### src/rtl/mem_pkg.sv
// Shared types for the mem_copy_dma block copy engine.
// Holds default widths, the engine state enum and the length type.
package mem_pkg;

    localparam int MEM_ADDR_WIDTH = 11;
    localparam int MEM_DATA_WIDTH = 16;

    typedef enum logic [1:0] {
        IDLE,
        READ,
        WRITE,
        DONE
    } state_t;

    typedef logic [MEM_ADDR_WIDTH:0] len_t;

endpackage

### src/rtl/addr_counter.sv
// Loadable word-address pointer for mem_copy_dma.
// Increments modulo 2**W, so the top address wraps to zero.
module addr_counter #(
    parameter int W = 11
) (
    input  logic         clk,
    input  logic         rst_n,
    input  logic         load,
    input  logic         inc,
    input  logic [W-1:0] load_value,
    output logic [W-1:0] count
);

    always_ff @(posedge clk) begin
        if (!rst_n) begin
            count <= '0;
        end else if (load) begin
            count <= load_value;
        end else if (inc) begin
            count <= count + 1'b1;
        end
    end

endmodule

### src/rtl/mem_copy_dma.sv
// Ascending block copy engine driving a single-port async-read memory.
// Define MEM_COPY_DMA_FILL_EN to add the fill_mode/fill_value pattern fill.
module mem_copy_dma
    import mem_pkg::*;
#(
    parameter int ADDR_WIDTH = MEM_ADDR_WIDTH,
    parameter int DATA_WIDTH = MEM_DATA_WIDTH
) (
    input  logic                  clk,
    input  logic                  rst_n,
    input  logic                  start,
    input  logic [ADDR_WIDTH-1:0] src_addr,
    input  logic [ADDR_WIDTH-1:0] dst_addr,
    input  logic [ADDR_WIDTH:0]   length,
    output logic                  busy,
    output logic                  done,
    output logic [ADDR_WIDTH-1:0] mem_address,
    output logic                  mem_write_en,
    output logic [DATA_WIDTH-1:0] mem_data_out,
    input  logic [DATA_WIDTH-1:0] mem_read_data
`ifdef MEM_COPY_DMA_FILL_EN
    ,
    input  logic                  fill_mode,
    input  logic [DATA_WIDTH-1:0] fill_value
`endif
);

    state_t state, state_nxt;

    logic [ADDR_WIDTH-1:0] src_ptr;
    logic [ADDR_WIDTH-1:0] dst_ptr;
    logic [ADDR_WIDTH:0]   remaining;
    logic [DATA_WIDTH-1:0] data_reg;
    logic                  fill_q;
    logic                  fill_in;
    logic [DATA_WIDTH-1:0] fill_data;
    logic                  accept;
    logic                  last_word;

`ifdef MEM_COPY_DMA_FILL_EN
    assign fill_in   = fill_mode;
    assign fill_data = fill_value;
`else
    assign fill_in   = 1'b0;
    assign fill_data = '0;
`endif

    assign accept    = (state == IDLE) && start;
    assign last_word = (remaining == (ADDR_WIDTH+1)'(1));

    always_ff @(posedge clk) begin
        if (!rst_n) begin
            state <= IDLE;
        end else begin
            state <= state_nxt;
        end
    end

    always_comb begin
        state_nxt = state;
        unique case (state)
            IDLE: begin
                if (start) begin
                    if (length == '0) begin
                        state_nxt = DONE;
                    end else if (fill_in) begin
                        state_nxt = WRITE;
                    end else begin
                        state_nxt = READ;
                    end
                end
            end
            READ: state_nxt = WRITE;
            WRITE: begin
                if (last_word) begin
                    state_nxt = DONE;
                end else if (fill_q) begin
                    state_nxt = WRITE;
                end else begin
                    state_nxt = READ;
                end
            end
            DONE: state_nxt = IDLE;
            default: state_nxt = IDLE;
        endcase
    end

    addr_counter #(.W(ADDR_WIDTH)) u_src_cnt (
        .clk        (clk),
        .rst_n      (rst_n),
        .load       (accept),
        .inc        (state == WRITE),
        .load_value (src_addr),
        .count      (src_ptr)
    );

    addr_counter #(.W(ADDR_WIDTH)) u_dst_cnt (
        .clk        (clk),
        .rst_n      (rst_n),
        .load       (accept),
        .inc        (state == WRITE),
        .load_value (dst_addr),
        .count      (dst_ptr)
    );

    // In fill mode data_reg holds the pattern and is never reloaded.
    always_ff @(posedge clk) begin
        if (!rst_n) begin
            remaining <= '0;
            data_reg  <= '0;
            fill_q    <= 1'b0;
        end else if (accept) begin
            remaining <= length;
            data_reg  <= fill_data;
            fill_q    <= fill_in;
        end else if (state == READ) begin
            data_reg  <= mem_read_data;
        end else if (state == WRITE) begin
            remaining <= remaining - 1'b1;
        end
    end

    assign busy         = (state == READ) || (state == WRITE);
    assign done         = (state == DONE);
    assign mem_write_en = (state == WRITE);
    assign mem_data_out = (state == WRITE) ? data_reg : '0;

    always_comb begin
        mem_address = '0;
        if (state == READ) begin
            mem_address = src_ptr;
        end else if (state == WRITE) begin
            mem_address = dst_ptr;
        end
    end

endmodule
### config.mk
export PLATFORM = sky130hd
export DESIGN_NAME = mem_copy_dma
export DESIGN_NICKNAME = d
export VERILOG_FILES = /design/src/rtl/mem_pkg.sv /design/src/rtl/addr_counter.sv /design/src/rtl/mem_copy_dma.sv
export SDC_FILE = /design/constraint.sdc
export NUM_CORES = 1
export LEC_CHECK = 0
export BUFFER_PORTS_ARGS = -buffer_cell sky130_fd_sc_hd__clkbuf_2
export CAP_MARGIN = 20
export CORE_MARGIN = 4
export CORE_UTILIZATION = 40
export CTS_BUF_LIST = sky130_fd_sc_hd__clkbuf_16
export DETAILED_ROUTE_END_ITERATION = 10
export PLACE_DENSITY = 0.65
export RECOVER_POWER = 50
export SYNTH_ARGS = -nofsm -noshare
export SYNTH_HDL_FRONTEND = slang
export SYNTH_HIERARCHICAL = 1
export SYNTH_SLANG_ARGS = --single-unit
### constraint.sdc
create_clock -name clk -period 3.9 [get_ports clk]
set_clock_uncertainty 0.2 [all_clocks]
set_input_delay 0.195 -clock clk [delete_from_list [all_inputs] [get_ports clk]]
set_output_delay 0.195 -clock clk [all_outputs]
set_load 0.01 [all_outputs]
==> impl_metrics.json, run 1 <==
{
  "place_ws_ns": 1.26,
  "dr_wl_met3_microns": 527,
  "max-cap-violations": 0,
  "sink_count": 52,
  "syn-num-nets": 428,
  "timing_hold_violations_final": 0,
  "cts.path.max_buffers": 2,
  "slew_viol_final": 0,
  "wire_per_inst_microns": 15.1,
  "max_fo_critical_path": 52,
  "design.final.nets": 524,
  "dr.first_iter.drc_count": 153,
  "place.detailed.hpwl_mm": 5.90,
  "synth_area_leaders": "dfxtp_1 (34%), mux2i_1 (6.1%), o21ai_0 (5.5%), and2_1 (4.4%), ha_1 (4.0%)",
  "synth_warnings": 6,
  "power_per_cell_area_nw_per_um2": 472,
  "synthesis.area_per_instance_sq_um": 8.49,
  "critical_path.cell_chain": "inv_1 -> ha_1 -> nand2_1 -> inv_1 -> clkbuf_2 -> or3b_1 -> or4_1 -> nand3_1",
  "finalWorstPathRequiredPeriod_ns": 3.06,
  "worst_r2r_path_depth": 8,
  "slew_headroom": 0.403,
  "syn_inst": 365,
  "result_of_the_run": "complete, no violations",
  "post_synth_mux_area_share": 0.0614,
  "maxClockFrequency_mhz": 327,
  "initial_core_util": 0.418,
  "timing.final.ws_setup_ns": 0.840,
  "clock_latency_on_the_worst_skew_pair_ns": 0.29,
  "ioPinCount": 83,
  "post_route_cells_drive_above_1_share": 0.201,
  "tritoncts": "done",
  "die_h_microns": 96.0,
  "area_delta_synth_final_pct": 26.8,
  "port_buffers": 82,
  "cts.root.buffer_cell": "clkbuf_16",
  "grt.overflow.total": 0,
  "ant_nets": 0,
  "cp.arrival_ns": 3.09,
  "crit_required_ns": 3.93,
  "final.period_utilization": 0.785,
  "yosys_register_bits": 52,
  "grt_first_pass_wirelength_mm": 13.9,
  "design_power_total_mw": 1.85,
  "routed_wirelength_mm": 8.48,
  "cts_htree_levels": 2,
  "highest-signal-layer": "met4",
  "timing_worst_setup_path_type": "reg2reg",
  "post_synth_instance_area_sq_um": 3100,
  "synth_largest_type_area_fraction": 0.336,
  "setup_repair_after_global_routing_missed_its_margin": "false",
  "synth-simple-area-share": 0.296,
  "report.final.setup_viol": 0,
  "synth-adder-area-share": 0.0404,
  "fin_worst_hold_slack_ns": 0.0101,
  "worst_slew_pin_slew_ns": 0.895,
  "die-area_sq_um": 9220,
  "number_of_antenna_violations_at_the_first_check_in_global_routing": 0,
  "floorplan.die.width_microns": 96.0,
  "global_route.usage.total": 0.186,
  "worstHoldStart": "dst_addr[6]",
  "firstDrtPassIters": 4,
  "cts.clk_slew.worst_paths_ns": 0.07,
  "worst_ir_drop_vdd_mv": 0.261,
  "worstSetupEndpointType": "flip-flop",
  "grt_pass1_vias": 3024,
  "crit-reg2reg-launch": "state[0]$_SDFFE_PN0P_",
  "largest_net_degree_at_the_start_of_global_routing": 53,
  "synth_compound_gate_area_share": 0.202,
  "post-synth-top-area-cell": "dfxtp_1",
  "cp_num_cells": 8,
  "dr_wl_met2_mm": 3.98,
  "tritoncts_buffers": 5,
  "power_leakage_nw": 1.64,
  "worst_setup_startpoint": "state[0]$_SDFFE_PN0P_",
  "cts_resized": 0,
  "gp_routability_congestion": 0.878,
  "wl_met1_mm": 3.92,
  "critical_path.max_stage_delay_ns": 0.56,
  "path_delay_family": "simple AND/OR/NAND/NOR gates",
  "synth_seq_area_share": 0.336,
  "core_sq_um": 7410,
  "synth.lib_cells_used.distinct": 50,
  "worstHoldPathCells": 3,
  "ys_async_sr_fraction": 0,
  "placement_rows": 31,
  "synth_top_family_by_area": "simple AND/OR/NAND/NOR gates",
  "cp-start-kind": "flip-flop",
  "cts.hold.buffers_added": 20,
  "rrSetupSlack_ns": 0.84,
  "ys.flop_type": "dfxtp_1",
  "cp_slowest_cell": "clkbuf_2",
  "placedCellCount": 533,
  "timing.critical_path.mode_cell": "inv_1",
  "routed_via_density": 5.58,
  "number_of_synthesized_flops_with_an_enable_pin": 0,
  "antenna_cells_inserted": 0,
  "largest_register_ffs": 16,
  "yosys.area_share.xor_xnor": 0.0226,
  "critical_path_buf_inv_count": 3,
  "drc_errors": 0,
  "stdcell_count": 561,
  "detailroute.via_count": 3132,
  "hold_path_class": "in2reg",
  "totalNegativeSetupSlack_ns": 0,
  "cts_setup_buffers": 0
}
## worst reg2reg max path, stage by stage, from the launching register on
cell and delay [ns]:
dfxtp_1 0.41, inv_1 0.11, ha_1 0.26, nand2_1 0.24, inv_1 0.21, clkbuf_2 0.56, or3b_1 0.54, or4_1 0.40
nand3_1 0.09
## routing by layer
metal  GRT usage  up-vias
li1            -     1560
met1       0.245     1470
met2       0.305       96
met3      0.0446        6
met4      0.0438        0
met5           0        -
## logic make-up (layout without fill, tap and decap cells)
logic type	count (synthesis)	in the layout
simple gates	153	153
compound gates	96	96
flops	52	52
buf+inv	27	124
mux	19	19
fa+ha+maj	10	10
xor+xnor	8	8
## cells in the mapped netlist (6+ instances only)
cell type	number
a21oi_1	14
a22o_1	11
a31oi_1	9
and2_1	22
and3_1	7
clkbuf_1	9
dfxtp_1	52
ha_1	10
inv_1	10
mux2i_1	19
nand2_1	18
nand2b_1	6
nand3_1	16
nand4_1	10
nor2_1	26
o21ai_0	34
or3_1	6
or4_1	8
xnor2_1	6
## cells in the final DEF, fill, tap and decap left out, types with 4 or more instances in the layout
master and count:
dfxtp_1 52, nand2_1 18, nor3_1 4, a31oi_1 9, nand3_1 16, o211a_1 4
a21oi_1 14, a211oi_1 5, and2_1 7, nor4_1 4, or4_1 8, o21ai_0 34
clkbuf_2 79, mux2i_1 19, a22o_1 11, clkbuf_1 4, dlygate4sd3_1 20, clkbuf_16 5
ha_1 10, inv_1 10, or3_1 6, nor2_1 26, nand4_1 10, xnor2_1 6
nor3b_1 5, and2_0 15, and3_1 7, o211ai_1 4, nand2b_1 6
## through the flow
stage                     utilization  area (sq um)
after global placement          0.482          3570
after floorplan                     -          3100
final                           0.530          3930
after detailed placement        0.482          3570
after CTS                       0.531          3940
after global routing            0.530          3930
## final timing paths
path / to
worst min-delay path: u_dst_cnt/count[6]$_SDFFE_PN0P_
worst min register to register: data_reg[7]$_SDFFE_PP0P_
worst max register to register: u_dst_cnt/count[9]$_SDFFE_PN0P_
worst max-delay path: u_dst_cnt/count[9]$_SDFFE_PN0P_
## cell type report
cell class	count	area (sq um)
clock buffer	5	125
fill	727	3480
timing repair buffer	106	633
sequential	52	1040
inverter	10	37.5
clock inverter	3	37.5
multi-input combinational	286	1930
tap	99	124
## power breakdown
group	leakage, nW	switching (mW)	internal (mW)	total [mW]
logic	1.14	0.360	0.280	0.640
clock network	0.0789	0.190	0.299	0.489
registers	0.427	0.109	0.617	0.726
Note: power is estimated with default switching activity, not from simulation.
==> run 2: changes to the inputs <==
clock period = 3.2 ns   (was 3.9 ns; I/O delays follow)
==> impl_metrics.json, run 2 (synthesized netlist as in run 1, its figures left out) <==
{
  "result_of_the_run": "complete, no violations",
  "sink_count": 52,
  "firstDrtPassIters": 5,
  "design.final.nets": 541,
  "area_delta_synth_final_pct": 31.9,
  "routed_via_density": 5.50,
  "timing_worst_setup_path_type": "reg2out",
  "worstSetupEndpointType": "output port",
  "finalWorstPathRequiredPeriod_ns": 2.83,
  "die_h_microns": 96.0,
  "net-switching-power_mw": 0.809,
  "routed_wirelength_mm": 8.63,
  "worst_ir_drop_vdd_mv": 0.310,
  "timing_hold_violations_final": 0,
  "slew_viol_final": 0,
  "power_frac_seq": 0.387,
  "most_common_cell_after_layout_fill_and_taps_aside": "clkbuf_2",
  "cts_resized": 0,
  "cp.arrival_ns": 2.47,
  "cts.clk_slew.worst_paths_ns": 0.07,
  "initial_core_util": 0.418,
  "placement.cell_area_sq_um": 3600,
  "hold_path_class": "in2reg",
  "setup_repair_after_global_routing_missed_its_margin": "false",
  "max-cap-violations": 0,
  "grt.overflow.total": 0,
  "dr.first_iter.drc_count": 187,
  "totalNegativeSetupSlack_ns": 0,
  "largest_register_ffs": 16,
  "tritoncts_buffers": 5,
  "clock_power_share": 0.264,
  "switching_share": 0.354,
  "largest_net_degree_at_the_start_of_global_routing": 31,
  "ioPinCount": 83,
  "power_leakage_nw": 1.71,
  "tritoncts": "done",
  "cts_setup_buffers": 0,
  "worst_slew_pin_slew_ns": 0.857,
  "cellInternalPower_mw": 1.48,
  "post_route_cells_drive_above_1_share": 0.200,
  "ant_nets": 0,
  "global_route.usage.total": 0.189,
  "gp_routability_congestion": 0.898,
  "port_buffers": 82,
  "die-area_sq_um": 9220,
  "post-route-cell-area_sq_um": 4090,
  "wire_per_inst_microns": 14.9,
  "grt_first_pass_wirelength_mm": 14.0,
  "detailroute.via_count": 3180,
  "core_sq_um": 7410,
  "power.share.combinational": 0.349,
  "max_fo_critical_path": 21,
  "cts.path.max_buffers": 2,
  "number_of_antenna_violations_at_the_first_check_in_global_routing": 0,
  "cp-start-kind": "flip-flop",
  "floorplan.die.width_microns": 96.0,
  "placement_rows": 31,
  "place.detailed.hpwl_mm": 6.05,
  "clock_latency_on_the_worst_skew_pair_ns": 0.29,
  "drc_errors": 0,
  "grt_pass1_vias": 2970,
  "final.period_utilization": 0.883,
  "report.final.setup_viol": 0,
  "cts_htree_levels": 2,
  "antenna_cells_inserted": 0,
  "fillers": 670,
  "maxClockFrequency_mhz": 354,
  "slew_headroom": 0.423,
  "power_per_cell_area_nw_per_um2": 560,
  "crit_required_ns": 2.84,
  "mostFrequentLayoutCells": "clkbuf_2 (77), dfxtp_1 (52), o21ai_0 (34), dlygate4sd3_1 (33), nor2_1 (26)",
  "cts.root.buffer_cell": "clkbuf_16"
}
==> run 2: power by group through the flow <==
| stage | clock network, mW | registers (mW) | logic, mW |
|---|---|---|---|
| floorplan | 0 | 0.858 | 0.579 |
| global placement | 0 | 0.893 | 0.758 |
| detailed placement | 0 | 0.895 | 0.765 |
| CTS | 0.623 | 0.882 | 0.798 |
| global route | 0.653 | 0.901 | 0.889 |
| finish | 0.603 | 0.885 | 0.798 |
==> run 2: final timing paths <==
| kind | start | endpoint | slack [ns] | depth (start not counted) |
|---|---|---|---|---|
| max | state[0]$_SDFFE_PN0P_ | mem_address[9] | 0.37 | 5 |
| min | src_addr[2] | u_src_cnt/count[2]$_SDFFE_PN0P_ | 0.009 | 3 |
| max reg2reg | state[0]$_SDFFE_PN0P_ | u_dst_cnt/count[8]$_SDFFE_PN0P_ | 0.42 | 7 |
| min reg2reg | data_reg[0]$_SDFFE_PP0P_ | data_reg[0]$_SDFFE_PP0P_ | 0.29 | 2 |
==> run 2: layer usage <==
| metal | up-vias | track usage | wire [microns] |
|---|---|---|---|
| met5 | - | 0 | 0 |
| met4 | 0 | 0.0355 | 76 |
| met1 | 1473 | 0.256 | 4070 |
| met2 | 106 | 0.308 | 3970 |
| li1 | 1592 | - | - |
| met3 | 9 | 0.0422 | 517 |
==> run 2: final cells by class <==
cell class	instances	area, sq um	area share
clock buffer	5	125	0.0306
clock inverter	3	42.5	0.0104
inverter	10	37.5	0.00919
multi-input combinational	286	1930	0.472
sequential	52	1040	0.255
tap	99	124	0.0303
timing repair buffer	123	787	0.193
==> run 2: metrics by stage <==
stage | utilization | hold slack, ns | cells | power [mW] | setup slack (ns)
floorplan | - | 0.107 | 365 | 1.44 | 0.905
global placement | 0.486 | 0.193 | 537 | 1.65 | 0.767
detailed placement | 0.486 | 0.208 | 537 | 1.66 | 0.686
CTS | 0.553 | 0.000432 | 578 | 2.30 | 0.374
global route | 0.552 | 0.0256 | 578 | 2.44 | 0.201
finish | 0.552 | 0.00893 | 578 | 2.29 | 0.373
==> run 2: critical path, stage by stage, from the launching register on <==
cell	delay, ns
dfxtp_1	0.35
inv_1	0.12
ha_1	0.58
nor2b_1	0.73
a22o_1	0.25
clkbuf_2	0.14
==> run 2: what timing repair did <==
| action | 4_1_cts | 5_1_grt |
|---|---|---|
| setup endpoints to repair | 0 | 0 |
| hold buffers | 33 | 0 |
| hold endpoints to repair | 33 | 0 |
